### config.mk
export PLATFORM = sky130hd
export DESIGN_NAME = regfile_write_arbiter
export DESIGN_NICKNAME = d
export VERILOG_FILES = /design/src/rtl/regfile_write_arbiter.sv
export SDC_FILE = /design/constraint.sdc
export NUM_CORES = 1
export LEC_CHECK = 0
export ABC_AREA = 1
export BUFFER_PORTS_ARGS = -buffer_cell sky130_fd_sc_hd__buf_4
export CORE_MARGIN = 3
export CORE_UTILIZATION = 30
export DETAILED_ROUTE_END_ITERATION = 10
export GPL_ROUTABILITY_DRIVEN = 0
export SLEW_MARGIN = 20
export SYNTH_ARGS = -nofsm -noshare
export SYNTH_HDL_FRONTEND = slang
export SYNTH_SLANG_ARGS = --single-unit
### constraint.sdc
create_clock -name clk -period 4 [get_ports clk]
set_input_delay 0.2 -clock clk [delete_from_list [all_inputs] [get_ports clk]]
set_output_delay 0.2 -clock clk [all_outputs]
set_load 0.05 [all_outputs]
### src/rtl/regfile_write_arbiter.sv
// Shares one register-file write port between the ALU and load writeback
// paths: two 2-entry FIFOs, a round-robin drain and a pending-write lookup.
module regfile_write_arbiter (
    input  logic        clk,
    input  logic        rst_n,
    input  logic        flush,
    input  logic        wb0_valid,
    input  logic [4:0]  wb0_reg,
    input  logic [31:0] wb0_data,
    output logic        wb0_ready,
    input  logic        wb1_valid,
    input  logic [4:0]  wb1_reg,
    input  logic [31:0] wb1_data,
    output logic        wb1_ready,
    input  logic [4:0]  qreg,
    output logic        pend_hit,
    output logic        regwrite,
    output logic [4:0]  wreg,
    output logic [31:0] wdata
);
    localparam int DEPTH = 2;

    logic [4:0]  ent_reg_q  [2][DEPTH];
    logic [31:0] ent_data_q [2][DEPTH];
    logic [1:0]  cnt_q [2];
    logic [1:0]  cnt_d [2];
    logic [1:0]  head_q, head_d;
    logic [1:0]  tail_q, tail_d;
    logic        prio_q, prio_d;
    logic        regwrite_q, regwrite_d;
    logic [4:0]  wreg_q, wreg_d;
    logic [31:0] wdata_q, wdata_d;

    logic [1:0]  vld, rdy, push, pop, nempty;
    logic        gnt, gnt_vld;
    logic [4:0]  head_reg;
    logic [31:0] head_data;
    logic [4:0]  in_reg  [2];
    logic [31:0] in_data [2];

    assign vld        = {wb1_valid, wb0_valid};
    assign in_reg[0]  = wb0_reg;
    assign in_reg[1]  = wb1_reg;
    assign in_data[0] = wb0_data;
    assign in_data[1] = wb1_data;

    assign rdy[0]    = cnt_q[0] != 2'd2;
    assign rdy[1]    = cnt_q[1] != 2'd2;
    assign nempty[0] = cnt_q[0] != 2'd0;
    assign nempty[1] = cnt_q[1] != 2'd0;
    assign push      = vld & rdy;

    // Lone candidate wins outright; a tie goes to the port named by prio.
    assign gnt_vld   = |nempty;
    assign gnt       = (&nempty) ? prio_q : nempty[1];
    assign pop[0]    = gnt_vld && !gnt;
    assign pop[1]    = gnt_vld && gnt;
    assign head_reg  = ent_reg_q[gnt][head_q[gnt]];
    assign head_data = ent_data_q[gnt][head_q[gnt]];

    assign wb0_ready = rdy[0];
    assign wb1_ready = rdy[1];
    assign regwrite  = regwrite_q;
    assign wreg      = wreg_q;
    assign wdata     = wdata_q;

    // Pending lookup over occupied FIFO slots and the live output stage.
    always_comb begin
        logic hit;
        hit = regwrite_q && (wreg_q == qreg);
        for (int k = 0; k < 2; k++) begin
            for (int i = 0; i < DEPTH; i++) begin
                if ((cnt_q[k] == 2'd2 ||
                     (cnt_q[k] == 2'd1 && head_q[k] == 1'(i))) &&
                    ent_reg_q[k][i] == qreg)
                    hit = 1'b1;
            end
        end
        pend_hit = hit && (qreg != 5'd0);
    end

    // Next state for pointers, counts, arbiter priority and write port.
    always_comb begin
        head_d     = head_q;
        tail_d     = tail_q;
        prio_d     = prio_q;
        regwrite_d = 1'b0;
        wreg_d     = wreg_q;
        wdata_d    = wdata_q;
        for (int k = 0; k < 2; k++)
            cnt_d[k] = cnt_q[k];
        if (flush) begin
            head_d  = '0;
            tail_d  = '0;
            prio_d  = 1'b0;
            wreg_d  = '0;
            wdata_d = '0;
            for (int k = 0; k < 2; k++)
                cnt_d[k] = 2'd0;
        end else begin
            head_d = head_q ^ pop;
            tail_d = tail_q ^ push;
            for (int k = 0; k < 2; k++)
                cnt_d[k] = cnt_q[k] + {1'b0, push[k]} - {1'b0, pop[k]};
            if (gnt_vld) begin
                prio_d     = ~gnt;
                regwrite_d = head_reg != 5'd0;
                wreg_d     = head_reg;
                wdata_d    = head_data;
            end
        end
    end

    // Control and output registers.
    always_ff @(posedge clk or negedge rst_n) begin
        if (!rst_n) begin
            head_q     <= '0;
            tail_q     <= '0;
            prio_q     <= 1'b0;
            regwrite_q <= 1'b0;
            wreg_q     <= '0;
            wdata_q    <= '0;
            for (int k = 0; k < 2; k++)
                cnt_q[k] <= 2'd0;
        end else begin
            head_q     <= head_d;
            tail_q     <= tail_d;
            prio_q     <= prio_d;
            regwrite_q <= regwrite_d;
            wreg_q     <= wreg_d;
            wdata_q    <= wdata_d;
            for (int k = 0; k < 2; k++)
                cnt_q[k] <= cnt_d[k];
        end
    end

    // FIFO storage; entries accepted during a flush are dropped.
    always_ff @(posedge clk or negedge rst_n) begin
        if (!rst_n) begin
            for (int k = 0; k < 2; k++) begin
                for (int i = 0; i < DEPTH; i++) begin
                    ent_reg_q[k][i]  <= '0;
                    ent_data_q[k][i] <= '0;
                end
            end
        end else if (!flush) begin
            for (int k = 0; k < 2; k++) begin
                if (push[k]) begin
                    ent_reg_q[k][tail_q[k]]  <= in_reg[k];
                    ent_data_q[k][tail_q[k]] <= in_data[k];
                end
            end
        end
    end
endmodule
# Word level (Yosys, flattened, before mapping)
# Index checks and enable logic that the tools add are counted.
[totals]
reg_bits = 195
latchBits = 0
ram_bits = 0
romBits = 0
output_inout_bits = 41
wordCells = 119
mem_count = 0
[op_classes]
add_sub_neg = 4
mul = 0
n_div = 0
magnitude_cmp = 7
eq_ne = 11
shifts = 0
muxes = 42
bitwise = 11
reduce_logical = 28
[ops]
columns = ["cell", "count"]
rows = [
  ["two-way mux 32 bit", 7],
  ["two-way mux 64 bit", 3],
  ["bitwise mux 64 bit", 2],
  ["demux 32 bit (select 1 bit)", 2],
  ["two-way mux 5 bit", 7],
  ["two-way mux 10 bit", 3],
  ["== test 5 bit", 5],
  ["bitwise mux 10 bit", 2],
  ["logical AND 1 bit", 14],
  ["two-way mux 1 bit", 11],
  ["demux 5 bit (select 1 bit)", 2],
  ["nonzero test 5 bit", 2],
  [">= comparator 2 bit, second input constant", 4],
  ["NOT 1 -> 2 bit", 4],
  ["AND reduction 2 bit", 3],
  ["nonzero test 2 bit", 3],
  ["adder 2 x 1 -> 2 bit", 2],
  ["== test 2 x 1 -> 1 bit, second input constant", 2],
  ["== test 2 bit, second input constant", 2],
  ["logical OR 1 bit", 4],
  ["< comparator 2 x 1 -> 1 bit, second input constant", 2],
  ["two-way mux 2 bit", 2],
  ["two-way mux 4 bit", 1],
  ["!= test 2 bit, second input constant", 2],
  ["other kinds (7)", 12],
]

# Logic depth before layout (Yosys ltp)
[depth]
word_depth = 13
depth_mapped = 13
mapped_depth_nobuf = 12

# Worst setup path before layout
# No wires, ideal clock.
[synth_path]
path_type = "reg-to-output"
from = "register wreg_q[3], in the netlist wreg[3]"
to = "output port pend_hit"
arrival_time_ps = 1787
required_time_ps = 3800
slack_ps = 2013
stages_incl_launch_ff = 8
path_buffers = 0
path_cell_list = "dfrtp_1 -> inv_1 -> o21ai_0 -> a211oi_1 -> nand3_1 -> nand3_1 -> nor2_1 -> nor2_1"
[synth_via]
elab_chain_len = 7
[synth_lines]
columns = ["element", "line", "source"]
rows = [
  ["start, declared", "31", "logic [4:0] wreg_q, wreg_d;"],
  ["start signal, assigned", "130", "wreg_q <= wreg_d;"],
  ["== test 5 bit", "70", "hit = regwrite_q && (wreg_q == qreg);"],
  ["logical AND 1 bit", "70", ""],
  ["two-way mux 1 bit (4 in a row)", "73", "if ((cnt_q[k] == 2'd2 ||"],
  ["logical AND 1 bit", "79", "pend_hit = hit && (qreg != 5'd0);"],
  ["end, declared", "16", "output logic pend_hit,"],
]
# Every way passes these cells.

# Final worst setup path
[layout_path]
from = "input port flush"
to = "register ent_data_q[83] (netlist bit)"
[layout_via]
elab_chain_len = 2
[layout_lines]
columns = ["element", "line", "source"]
rows = [
  ["start, declared", "6", "input logic flush,"],
  ["NOT 1 bit (no line)", "n/a", ""],
  ["AND reduction 2 bit (no line)", "n/a", ""],
  ["end signal, assigned by index", "150", "ent_data_q[k][tail_q[k]] <= in_data[k];"],
  ["end, declared", "24", "logic [31:0] ent_data_q [2][DEPTH];"],
]
# Every way passes these cells.
# A chain may end at the register's enable or synchronous reset.

==> flow_metrics.tcl <==
set metrics [dict create \
    clk_pin_slew_ps 70 \
    fmax_mhz 384 \
    fp.coreArea_mm2 0.0300 \
    tightest_slew_ps 992 \
    path_delay_family "buffers and inverters" \
    critical_path.max_fanout 74 \
    placement_rows 63 \
    antenna_cells_inserted 0 \
    leakagePower_nw 5.66 \
    synth_xor_xnor_area_share 0.0227 \
    status "finished clean" \
    vdd.ir_drop.worst_uv 607 \
    postRouteAntennaNets 0 \
    global_route.overflow_total 0 \
    final_core_utilization 0.367 \
    grt_first_pass_wirelength_um 39700 \
    yosysUniqueCellTypes 31 \
    synthesis.area_mm2 0.00926 \
    place.detailed.hpwl_um 16100 \
    timing.max_slew.rel_slack 0.336 \
    drt_iter0_markers 533 \
    cts_setup_buffers 0 \
    finalHoldViolations 0 \
    synth_ff_type "dfrtp_1" \
    grt_start_max_net_pins 109 \
    boundaryPins 125 \
    layout.nets 1273 \
    post-route-period-util 0.651 \
    cts_resized 0 \
    sequential_cell_area_mm2 0.00488 \
    num_vias 7405 \
    setup-tns-final_ps 0 \
    synthesis.yosys.warnings 0 \
    cts_buf_count 17 \
    rsz_0062_raised_after_global_routing "false" \
    min_path_type "in -> reg" \
    ctsLongestPathBuffers 2 \
    synth.avg_cell_area_um2 8.38 \
    finalWirelength_um 24800 \
    finalSetupViolations 0 \
    synth_nets 1192 \
    synth-seq-area-share 0.527 \
    via_per_inst 4.67 \
    setup.worst_path.start_class "input pin" \
    synth_top_cell_area_share 0.527 \
    h-tree-depth 4 \
    critPathArrivalTime_ps 2920 \
    clk_latency_ps 430 \
    crit_path_cell_trace "dlygate4sd3_1 > buf_4 > inv_2 > nand3_4 > o21ai_0" \
    power-per-cell-area_mw_per_mm2 835 \
    via_count_of_the_first_global_routing_pass 7310 \
    muxShareOfSynthArea 0 \
    design.die.area_mm2 0.0330 \
    timing_max_transition_violations_final 0 \
    worstSetupEndpointType "flip-flop" \
    clock-sinks 195 \
    port-buffer-count 124 \
    chipHeight_um 182 \
    highest_cell_delay_on_the_worst_timing_path_ps 840 \
    slowest_stage "nand3_4" \
    areaGrowthSynthToFinish_pct 19.0 \
    residual_drc 0 \
    post_synthesis_simple_gate_area_fraction 0.260 \
    detail_route.wl_per_cell_um 15.6 \
    synth.ff_latch_count 195 \
    worst_clock_skew_ps 6.98 \
    syn-instance-count 1104 \
    worst_hold_slack_ps 34.7 \
    floorplan.initialDensity 0.308 \
    tritoncts "built" \
    post-synth-top-area-cell "dfrtp_1" \
    critical_path_type "in -> reg" \
    largest_family_of_logic_cells_by_synthesized_area "simple AND/OR/NAND/NOR gates" \
    finalPower_mw 9.20 \
    firstDrtPassIters 5 \
    synth-compound-area-share 0.0934 \
    fin_crit_ps 2600 \
    yosys.area_share.adder 0.00541 \
    cts.root.buffer_cell "clkbuf_16" \
    maxCapViolCount 0 \
    multi_input_area_mm2 0.00359 \
    most_used_cells_in_the_layout_excluding_fill_and_tap_cells "nand2_1 (365), dfrtp_1 (195), o21ai_0 (145)" \
    synth-edff-count 0 \
    critical_path.n_buffers_inverters 3 \
    die_w_um 182 \
    post_route_cells_drive_above_1_share 0.176 \
    most_common_cell_after_layout_fill_and_taps_aside "nand2_1" \
    postSynth.asyncResetShare 1.00 \
    grt_usage 0.151 \
    initial_antenna_violation_count 0 \
    count_of_fill_cells_added_during_filler_insertion 3152 \
    synth.top_cells.by_area "dfrtp_1 (53%), nand2_1 (15%), o21ai_0 (7.8%)" \
    worstPathRequired_ps 4320 \
]
[kinds of logic (layout without fill, tap and decap cells)]
logic type | Yosys count | in the layout
buf+inv | 171 | 264
compound gates | 169 | 169
flops | 195 | 195
fa+ha+maj | 4 | 4
xor+xnor | 24 | 24
simple gates | 541 | 541
[where the power goes]
group          switching [mW]  internal [mW]  total, mW
sequential              0.523           2.80       3.32
combinational            2.69           1.31       4.01
clock                   0.748           1.13       1.87
[worst min-delay path: stages]
cell	delay [ps]
buf_4	80
inv_1	40
o21ai_1	110
[cell usage after synthesis, types with 2 or more instances]
library cell  count
nand2_1         366
dfrtp_1         195
o21ai_0         145
nand3_1         112
inv_1            96
nand3_2          30
buf_2            27
buf_4            20
nor2_1           17
o21ai_1          15
clkbuf_1         13
xor2_1           13
xnor2_1          11
a21oi_1           5
nand2_2           5
buf_12            4
clkbuf_2          4
ha_1              4
nand4_1           4
buf_6             3
nor3_1            3
inv_2             2
nand2_4           2
[stage by stage]
step,std cells,instance area (µm²),setup slack (ps)
final,1587,11000,1400
after global routing,1587,11000,1130
after CTS,1587,11000,1350
after detailed placement,1554,10300,1470
after global placement,1553,10300,1530
after floorplan,1104,9260,2010
[per-layer routing]
layer / global-route usage / up-vias / routed length, µm
li1: - / 3676 / -
met1: 0.199 / 3527 / 11300
met2: 0.250 / 176 / 11900
met3: 0.0292 / 26 / 1230
met4: 0.0481 / 0 / 364
met5: 0 / - / 0
[what timing repair did]
item	CTS	global route
hold endpoints to repair	111	0
hold buffers	2	0
setup endpoints to repair	0	0
[worst paths after layout]
kind                                 from  slack [ps]        endpoint  cells after the start
max                                 flush        1400  ent_data_q[83]                      5
min reg2reg                ent_data_q[38]         480  ent_data_q[38]                      2
max in group asynchronous           rst_n        2660          prio_q                      3
min                          wb0_data[26]          30  ent_data_q[90]                      3
max reg2reg                      cnt_q[3]        1570        cnt_q[3]                      9
min in group asynchronous           rst_n         430       wdata[27]                      2
[sequential cells by signal (all words and copies together), names as in the netlist]
signal      count
ent_reg_q      20
ent_data_q    128
wreg            5
head_q          2
regwrite        1
wdata          32
cnt_q           4
prio_q          1
tail_q          2
[cell type report]
class,count,area share
sequential,195,0.443
clock inverter,12,0.0185
inverter,99,0.0337
clock buffer,19,0.0402
tap,390,0.0443
timing repair buffer,134,0.0946
multi-input combinational,738,0.326
Power figures use the tool's default switching activity.
